`src/rtl/uart_receiver.sv`:
```
// uart_receiver: 8N1 asynchronous serial receiver.
// Ports:
//   clk        system clock
//   rst_n      asynchronous active-low reset
//   rx         serial line, idle high, asynchronous to clk
//   data_out   last correctly received byte (LSB = first data bit)
//   data_valid one-cycle pulse, data_out has just been updated
//   frame_err  one-cycle pulse, stop bit sampled low
//   busy       high whenever a frame is in progress (state != IDLE)
module uart_receiver #(
  parameter int unsigned CLKS_PER_BIT = 10417
) (
  input  logic       clk,
  input  logic       rst_n,
  input  logic       rx,
  output logic [7:0] data_out,
  output logic       data_valid,
  output logic       frame_err,
  output logic       busy
);

  localparam int unsigned HALF_BIT = CLKS_PER_BIT / 2;
  localparam int unsigned CW       = $clog2(CLKS_PER_BIT);

  // The counter reads N-1 in cycle N of a state, so sample points compare
  // against one less than the nominal offset.
  localparam logic [CW-1:0] CNT_LAST = CW'(CLKS_PER_BIT - 1);
  localparam logic [CW-1:0] CNT_HALF = CW'(HALF_BIT - 1);

  typedef enum logic [2:0] {
    IDLE,
    START,
    DATA,
    STOP,
    BREAK_WAIT
  } state_t;

  state_t          state;
  logic            rx_q1;
  logic            rx_s;
  logic [CW-1:0]   cnt;
  logic [2:0]      bit_idx;
  logic [7:0]      shreg;

  // Two-flop synchroniser; resets to idle-high so no false start edge.
  always_ff @(posedge clk or negedge rst_n) begin
    if (!rst_n) begin
      rx_q1 <= 1'b1;
      rx_s  <= 1'b1;
    end else begin
      rx_q1 <= rx;
      rx_s  <= rx_q1;
    end
  end

  // Receive FSM with baud counter, shift register and registered outputs.
  always_ff @(posedge clk or negedge rst_n) begin
    if (!rst_n) begin
      state      <= IDLE;
      cnt        <= '0;
      bit_idx    <= '0;
      shreg      <= '0;
      data_out   <= '0;
      data_valid <= 1'b0;
      frame_err  <= 1'b0;
      busy       <= 1'b0;
    end else begin
      data_valid <= 1'b0;
      frame_err  <= 1'b0;
      cnt        <= (cnt == CNT_LAST) ? '0 : cnt + CW'(1);

      case (state)
        IDLE: begin
          cnt <= '0;
          if (!rx_s) begin
            state   <= START;
            bit_idx <= '0;
            busy    <= 1'b1;
          end
        end

        START: begin
          if (cnt == CNT_HALF) begin
            cnt <= '0;
            if (!rx_s) begin
              state <= DATA;
            end else begin
              // Start bit did not survive to mid-bit: treat as a glitch.
              state <= IDLE;
              busy  <= 1'b0;
            end
          end
        end

        DATA: begin
          if (cnt == CNT_LAST) begin
            cnt     <= '0;
            shreg   <= {rx_s, shreg[7:1]};
            bit_idx <= bit_idx + 3'd1;
            if (bit_idx == 3'd7) begin
              state <= STOP;
            end
          end
        end

        STOP: begin
          if (cnt == CNT_LAST) begin
            cnt <= '0;
            if (rx_s) begin
              data_out   <= shreg;
              data_valid <= 1'b1;
              state      <= IDLE;
              busy       <= 1'b0;
            end else begin
              frame_err <= 1'b1;
              state     <= BREAK_WAIT;
            end
          end
        end

        BREAK_WAIT: begin
          // Hold off until the line returns high so a break cannot retrigger.
          if (rx_s) begin
            cnt   <= '0;
            state <= IDLE;
            busy  <= 1'b0;
          end
        end

        default: begin
          cnt   <= '0;
          state <= IDLE;
          busy  <= 1'b0;
        end
      endcase
    end
  end

endmodule

```
`config.mk`:
```
export PLATFORM = sky130hd
export DESIGN_NAME = uart_receiver
export DESIGN_NICKNAME = d
export VERILOG_FILES = /design/src/rtl/uart_receiver.sv
export SDC_FILE = /design/constraint.sdc
export NUM_CORES = 1
export LEC_CHECK = 0
export CORE_UTILIZATION = 44
export DETAILED_ROUTE_END_ITERATION = 8
export GPL_TIMING_DRIVEN = 0
export PLACE_DENSITY = 0.69
export SLEW_MARGIN = 20
export SYNTH_ARGS = -nofsm -noshare
export SYNTH_HDL_FRONTEND = slang
export SYNTH_SLANG_ARGS = --single-unit
```
`constraint.sdc`:
```
create_clock -name clk -period 5.1 [get_ports clk]
set_input_delay 1.02 -clock clk [delete_from_list [all_inputs] [get_ports clk]]
set_output_delay 1.02 -clock clk [all_outputs]
set_load 0.03 [all_outputs]
```
# Yosys cells after proc, flatten, opt, wreduce, memory -nomap -nowiden

Index checks and enable logic that the tools add are counted.

Logic and storage cells: 62
Flip-flop bits (word level): 41

Muxes and demuxes: 28
Reductions and logical operators: 8
Equality and inequality tests: 13
Add/sub/neg operators: 2
Bitwise operators: 1

Operators by type and width:

| operator              | count |
|---|---|
| $mux 14               | 4 |
| $pmux 14 s3           | 1 |
| $mux 3                | 9 |
| $pmux 3 s5            | 1 |
| $add 14x1->14 const B | 1 |
| $eq 14x13->1 const B  | 1 |
| $eq 14x14->1 const B  | 1 |
| $ne 2x2->1 const B    | 6 |
| $mux 1                | 10 |
| $eq 3x2->1 const B    | 2 |
| $eq 3x3->1 const B    | 2 |
| $pmux 3 s2            | 1 |
| $reduce_and 3->1      | 2 |
| $reduce_and 6->1      | 1 |
| $pmux 1 s5            | 1 |
| $reduce_and 4->1      | 1 |
| $add 3x1->3 const B   | 1 |
| $eq 3x1->1 const B    | 1 |
| $logic_not 3->1       | 1 |
| $mux 2                | 1 |
| $reduce_and 2->1      | 1 |
| $reduce_bool 2->1     | 1 |
| $reduce_or 2->1       | 1 |
| $not 1->1             | 1 |

# Logic depth before layout (Yosys ltp)

Gate-level depths: netlist of the first run.

Word-level depth: 4
Mapped depth: 7

# Least setup slack after synthesis of the first run

No wires, ideal clock.

Kind: register to register
From: reg cnt[3]
To: reg bit_idx[1]
Setup slack: 2.739 ns
Stages on the path, launching flop included: 6
Data arrival time: 2.236 ns
Required time: 4.975 ns
Cell sequence: dfrtp_1 -> or3_4 -> or4_4 -> buf_6 -> nor3_4 -> mux2_4

Cells in the longest elaborated chain, start to end: 3

RTL lines:

| element                           | line | source |
|---|---|---|
| start: declaration                | 41   | `logic [CW-1:0] cnt;` |
| start signal: assignment          | 70   | `cnt <= (cnt == CNT_LAST) ? '0 : cnt + CW'(1);` |
| $eq 14x14->1                      | 96   | `if (cnt == CNT_LAST) begin` |
| $ne 2x2->1 (no source line)       | --   |  |
| $reduce_and 3->1 (no source line) | --   |  |
| end signal: assignment            | 99   | `bit_idx <= bit_idx + 3'd1;` |
| end: declaration                  | 42   | `logic [2:0] bit_idx;` |

Every way passes these cells.
A chain may end at the register's enable or synchronous reset.

# Worst setup path in the final report of the first run

From: reg cnt[3]
To: reg shreg[7]

Cells in the longest elaborated chain, start to end: 2

RTL lines:

| element                           | line | source |
|---|---|---|
| $eq 14x14->1                      | 96   |  |
| $reduce_and 2->1 (no source line) | --   |  |
| end signal: assignment            | 98   | `shreg <= {rx_s, shreg[7:1]};` |
| end: declaration                  | 43   | `logic [7:0] shreg;` |

Every way passes these cells.

==> impl_metrics.env, run 1 <==
export IMPL_starting_drc_count_in_detailed_routing=74
export IMPL_grt_first_pass_wirelength_mm=5.94
export IMPL_count_of_antenna_diodes_in_the_layout=0
export IMPL_critical_path_cell_count=5
export IMPL_cell_chain_critical_path="or3_4 > or4_4 > buf_6 > nor3_4 > mux2_4"
export IMPL_synth_sequential_area_ratio_pct=52.7
export IMPL_vias_per_cell=5.30
export IMPL_yosys_area_top_type_share_pct=50.0
export IMPL_dieWidth_um=68.6
export IMPL_ys_types=35
export IMPL_overall_fraction_of_global_route_tracks_in_use_pct=17.4
export IMPL_synth_top_area_cell="dfrtp_1"
export IMPL_synthesis_instances=167
export IMPL_status="finished, final reports clean"
export IMPL_grt_setup_unrepaired="no"
export IMPL_ys_warn_count=0
export IMPL_cts_repair_resized=0
export IMPL_final_period_utilization_pct=49.7
export IMPL_final_max_slew_viol_count=0
export IMPL_critical_path_startpoint_type="flip-flop"
export IMPL_worst_ep_arrival_time_ns=2.71
export IMPL_grt_start_max_net_pins=31
export IMPL_cts_tree="done"
export IMPL_worstPathMaxFanout=10
export IMPL_post_route_util_pct=55.4
export IMPL_via_count=1266
export IMPL_grt_pass1_vias=1290
export IMPL_count_of_flip_flops_with_a_built_in_enable_after_synthesis=0
export IMPL_finalHoldViolations=0
export IMPL_asyncSetResetFlopFracSynth_pct=100
export IMPL_fin_skew_ns=0.00647
export IMPL_cp_slowest_stage_delay_ns=0.54
export IMPL_grt_overflow=0
export IMPL_port_buffers=13
export IMPL_clkLatencyLatePin_ns=0.29
export IMPL_peakVddDrop_v=0.000186
export IMPL_post_cts_buffers=0
export IMPL_cts_made_buffers=5
export IMPL_worstHoldPathCells=0
export IMPL_area_growth_pct=16.8
export IMPL_totalWireLength_mm=3.49
export IMPL_core_um2=4120
export IMPL_clockBufferDepth=2
export IMPL_layout_filler_cells=371
export IMPL_nNetsFinal=195
export IMPL_min_delay_path_class="reg2reg"
export IMPL_ys_seq_elements=41
export IMPL_relative_max_transition_margin_pct=51.8
export IMPL_worstPathBufferInverterCount=1
export IMPL_drive_gt1_share_pct=19.0
export IMPL_floorplan_rows=23
export IMPL_tritoncts_num_sinks=41
export IMPL_top_level_ports=14
export IMPL_drt_drc_violations_left=0
export IMPL_cts_hold_fix_buffers=0
export IMPL_layout_commonest_cell="dfrtp_1"
export IMPL_worst_path_clk_slew_ns=0.08
export IMPL_h_tree_depth=2
export IMPL_first_pass_iters=4
export IMPL_power_density_nw_per_um2=267
export IMPL_cp_required_ns=5.28
export IMPL_routed_wire_length_per_instance_um=14.6
export IMPL_final_min_clock_period_ns=2.54
export IMPL_synthTopCellsByArea="dfrtp_1, mux2_4, xnor2_1, mux2_2, nor2_1"
export IMPL_synth_top_flop_cell="dfrtp_1"
export IMPL_timing_rr_end="shreg[7]$_DFFE_PN0P_"
export IMPL_worst_setup_path_type="reg2reg"
export IMPL_maxCapViolCount=0
export IMPL_multi_input_area_um2=858
export IMPL_cp_slowest_cell="or4_4"
export IMPL_setup_viol_count_final=0
export IMPL_fp_dieArea_um2=4700
export IMPL_crit_end="shreg[7]$_DFFE_PN0P_"
export IMPL_post_synth_cell_area_avg_um2=11.7
export IMPL_r2r_worst_path_cells=5
export IMPL_kind_of_cell_with_the_highest_combined_delay_on_the_critical_path="simple AND/OR/NAND/NOR gates"
export IMPL_chipHeight_um=68.6
export IMPL_worst_pin_slew_ns=0.720
export IMPL_drtAntennaViolNets=0
export IMPL_synthesis_area_um2=1950
export IMPL_gpl_final_weighted_congestion=0.813
export IMPL_hpwlAfterDp_mm=2.52
export IMPL_timing_reg2reg_setup_slack_ns=2.56
export IMPL_max_clock_freq_mhz=394
export IMPL_static_leakage_power_nw=1.04
export IMPL_timing_critical_path_to_type="flip-flop"
export IMPL_tns_ns=0
export IMPL_syn_nets=174
export IMPL_most_common_layout_cells="dfrtp_1, nor2_1, xnor2_1, clkdlybuf4s50_1, mux2_4"
export IMPL_timing_rr_start="cnt[3]$_DFF_PN0_"
export IMPL_regArea_um2=1030
export IMPL_grt_antenna_before_repair=0
export IMPL_critical_path_startpoint="cnt[3]$_DFF_PN0_"
export IMPL_initial_core_utilization_pct=47.4
export IMPL_cts_root_buf="clkbuf_8"
[Yosys cell counts (2+ instances only)]
| master | count |
|---|---|
| inv_1 | 9 |
| or4_1 | 2 |
| nand2_1 | 9 |
| nand2b_1 | 2 |
| nor2b_1 | 2 |
| nand4bb_1 | 3 |
| mux2_4 | 10 |
| nor4_1 | 5 |
| mux2_2 | 8 |
| ha_1 | 4 |
| o211ai_1 | 2 |
| a21oi_1 | 3 |
| nand3_1 | 5 |
| clkbuf_1 | 4 |
| nand4_1 | 2 |
| xnor2_1 | 12 |
| nor3_1 | 7 |
| nor2_1 | 21 |
| dfrtp_1 | 39 |
| nor3_4 | 2 |
| dfstp_2 | 2 |
[layer usage]
layer  track usage [%]  vias to the layer above  share of wire (%)
met3              5.43                        3                3.6
met5                 0                        -                  0
li1                  -                      617                  -
met1              22.4                      628                 46
met2              28.3                       18                 49
met4              4.17                        0               0.66
[kinds of logic after synthesis]
logic type | share of synthesized area (%)
simple gates | 18.8
fa+ha+maj | 3.08
flops | 52.7
compound gates | 3.46
buf+inv | 3.27
mux | 12.8
xor+xnor | 5.84
[metrics by stage]
| step | instances | area [um^2] | setup slack [ns] | hold slack (ns) | total power [mW] |
|---|---|---|---|---|---|
| finish | 239 | 2280 | 2.56 | 0.359 | 0.609 |
| global route | 239 | 2280 | 2.49 | 0.362 | 0.632 |
| CTS | 239 | 2280 | 2.56 | 0.361 | 0.618 |
| detailed placement | 231 | 2160 | 2.58 | 0.349 | 0.345 |
| global placement | 230 | 2140 | 2.06 | 0.350 | 0.343 |
| floorplan | 167 | 1950 | 2.74 | 0.345 | 0.335 |
[report_power, final]
part | switching, mW | total (mW) | internal (mW)
Clock | 0.113 | 0.272 | 0.159
Combinational | 0.00807 | 0.0111 | 0.00305
Sequential | 0.000225 | 0.326 | 0.326
[worst min path at each step]
| stage | from | to | slack (ns) |
|---|---|---|---|
| after floorplan | rx_q1$_DFF_PN1_ | rx_s$_DFF_PN1_ | 0.35 |
| after global placement | rx_q1$_DFF_PN1_ | rx_s$_DFF_PN1_ | 0.35 |
| after detailed placement | rx_q1$_DFF_PN1_ | rx_s$_DFF_PN1_ | 0.35 |
| after CTS | rx_q1$_DFF_PN1_ | rx_s$_DFF_PN1_ | 0.36 |
| after global routing | rx_q1$_DFF_PN1_ | rx_s$_DFF_PN1_ | 0.36 |
| final | rx_q1$_DFF_PN1_ | rx_s$_DFF_PN1_ | 0.36 |
[state kept, by name, summed over array words and instances (netlist names)]
| signal | cells |
|---|---|
| rx_s | 1 |
| data_out | 8 |
| cnt | 14 |
| data_valid | 1 |
| shreg | 8 |
| rx_q1 | 1 |
| busy | 1 |
| bit_idx | 3 |
| state | 3 |
| frame_err | 1 |
[area by class of cell]
class	instances	area share, %
inverters	9	1.48
multi-input cells	111	37.7
repair buffers	14	6.37
well taps	50	2.75
flip-flops and latches	41	45.1
clock inverters	2	1.65
clock buffers	6	3.62
plain buffers	6	1.32
Power figures use the tool's default switching activity.
==> inputs of run 2 (changes only) <==
- clock period: 5.1 -> 2.6 ns (I/O delays scaled with it)
==> run 2 against run 1 <==
  * Clock skew about the same
  * Critical path depth stayed put
  * Flip-flop and latch count unchanged
==> impl_metrics.env, run 2 (synthesized netlist as in run 1, its figures left out) <==
export IMPL_status="finished, final reports clean"
export IMPL_timing_rr_end="data_out[5]$_DFFE_PN0P_"
export IMPL_max_clock_freq_mhz=410
export IMPL_totalWireLength_mm=3.49
export IMPL_clockBufferDepth=2
export IMPL_final_max_slew_viol_count=0
export IMPL_max_reg_flops=14
export IMPL_tritoncts_num_sinks=41
export IMPL_largest_register="cnt"
export IMPL_timing_reg2reg_setup_slack_ns=0.16
export IMPL_worst_setup_path_type="reg2reg"
export IMPL_first_pass_iters=4
export IMPL_finalHoldWorstSlack_ns=0.106
export IMPL_cts_tree="done"
export IMPL_worst_slack_ns=0.159
export IMPL_static_leakage_power_nw=1.04
export IMPL_cts_made_buffers=5
export IMPL_overall_fraction_of_global_route_tracks_in_use_pct=17.4
export IMPL_maxCapViolCount=0
export IMPL_cp_required_ns=2.78
export IMPL_count_of_antenna_diodes_in_the_layout=0
export IMPL_peakVddDrop_v=0.000364
export IMPL_critical_path_startpoint_type="flip-flop"
export IMPL_relative_max_transition_margin_pct=51.8
export IMPL_min_delay_path_class="in2async"
export IMPL_tns_ns=0
export IMPL_timing_rr_start="cnt[3]$_DFF_PN0_"
export IMPL_cts_repair_resized=0
export IMPL_grt_setup_unrepaired="no"
export IMPL_grt_first_pass_wirelength_mm=5.94
export IMPL_top_level_ports=14
export IMPL_cts_hold_fix_buffers=0
export IMPL_h_tree_depth=2
export IMPL_starting_drc_count_in_detailed_routing=80
export IMPL_drive_gt1_share_pct=19.5
export IMPL_routed_wire_length_per_instance_um=14.5
export IMPL_dieWidth_um=68.6
export IMPL_placement_setup_worst_slack_ns=0.0783
export IMPL_timing_critical_path_to_type="flip-flop"
export IMPL_clkLatencyLatePin_ns=0.29
export IMPL_core_um2=4120
export IMPL_worst_ep_arrival_time_ns=2.62
export IMPL_worstPathMaxFanout=8
export IMPL_port_buffers=13
export IMPL_area_growth_pct=17.8
export IMPL_final_period_utilization_pct=93.9
export IMPL_drtAntennaViolNets=0
export IMPL_worst_pin_slew_ns=0.720
export IMPL_layout_top_registers="cnt (14), data_out (8), shreg (8)"
export IMPL_grt_antenna_before_repair=0
export IMPL_post_route_util_pct=55.9
export IMPL_cts_root_buf="clkbuf_8"
export IMPL_nNetsFinal=196
export IMPL_vias_per_cell=5.30
export IMPL_drt_drc_violations_left=0
export IMPL_initial_core_utilization_pct=47.4
export IMPL_finalHoldViolations=0
export IMPL_grt_overflow=0
export IMPL_fin_skew_ns=0.00615
export IMPL_grt_pass1_vias=1290
export IMPL_floorplan_rows=23
export IMPL_critical_path_startpoint="cnt[3]$_DFF_PN0_"
export IMPL_most_common_layout_cells="dfrtp_1, nor2_1, xnor2_1, clkdlybuf4s50_1, mux2_4"
export IMPL_r2r_worst_path_cells=5
export IMPL_hpwlAfterDp_mm=2.52
export IMPL_setup_viol_count_final=0
export IMPL_gpl_final_weighted_congestion=0.813
export IMPL_fp_dieArea_um2=4700
export IMPL_chipHeight_um=68.6
export IMPL_layout_filler_cells=369
export IMPL_layout_commonest_cell="dfrtp_1"
export IMPL_power_density_nw_per_um2=520
export IMPL_grt_start_max_net_pins=31
export IMPL_final_min_clock_period_ns=2.44
export IMPL_worst_path_clk_slew_ns=0.08
export IMPL_via_count=1271
run 2: cell count changes in the layout (fill, tap and decap cells not counted), sizes merged:
cell,delta
buf,+1
run 2: worst max-delay path, stage by stage, from the launching register on:
cell and delay (ns):
dfrtp_1 0.42, or3_4 0.41, or4_4 0.54, buf_6 0.16, nor3_4 0.41, mux2_2 0.39
run 2: repair_timing:
item | 4_1_cts | 5_1_grt
setup buffers | 0 | 1
endpoints found under the hold margin | 0 | 0
endpoints found under the setup margin | 0 | 7
run 2: how the worst max path moves through the flow:
stage | cells past startpoint | endpoint
3_3_place_gp | 1 | data_out[4]$_DFFE_PN0P_
6_report | 5 | data_out[5]$_DFFE_PN0P_
5_1_grt | 5 | data_out[6]$_DFFE_PN0P_
4_1_cts | 5 | shreg[5]$_DFFE_PN0P_
2_1_floorplan | 5 | bit_idx[1]$_DFFE_PN0P_
3_5_place_dp | 5 | bit_idx[2]$_DFFE_PN0P_
run 2: layout make-up:
cell class              instances  area, um^2  share of cell area, %
flip-flops and latches         41        1030                   44.7
multi-input cells             111         858                   37.3
repair buffers                 15         165                   7.19
clock buffers                   6        82.6                   3.59
well taps                      50        62.6                   2.72
clock inverters                 2        37.5                   1.63
inverters                       9        33.8                   1.47
plain buffers                   6        30.0                   1.31
run 2: metrics by stage:
stage	area (um^2)	power [mW]	instances
6_report	2300	1.20	240
5_1_grt	2300	1.24	240
4_1_cts	2280	1.21	239
3_5_place_dp	2160	0.676	231
3_3_place_gp	2140	0.672	230
2_1_floorplan	1950	0.656	167
run 2: power by group:
group / total (mW) / switching, mW / internal, mW
Sequential: 0.640 / 0.000442 / 0.640
Combinational: 0.0218 / 0.0158 / 0.00599
Clock: 0.533 / 0.221 / 0.312
Total: 1.20 / 0.237 / 0.958
run 2: layer usage:
layer | vias to the layer above | wire length (um) | share of wire (%) | global-route usage [%]
met5 | - | 0 | 0 | 0
met2 | 18 | 1720 | 49 | 28.3
met3 | 3 | 126 | 3.6 | 5.43
met1 | 630 | 1620 | 47 | 22.4
li1 | 620 | - | - | -
met4 | 0 | 23 | 0.66 | 4.17
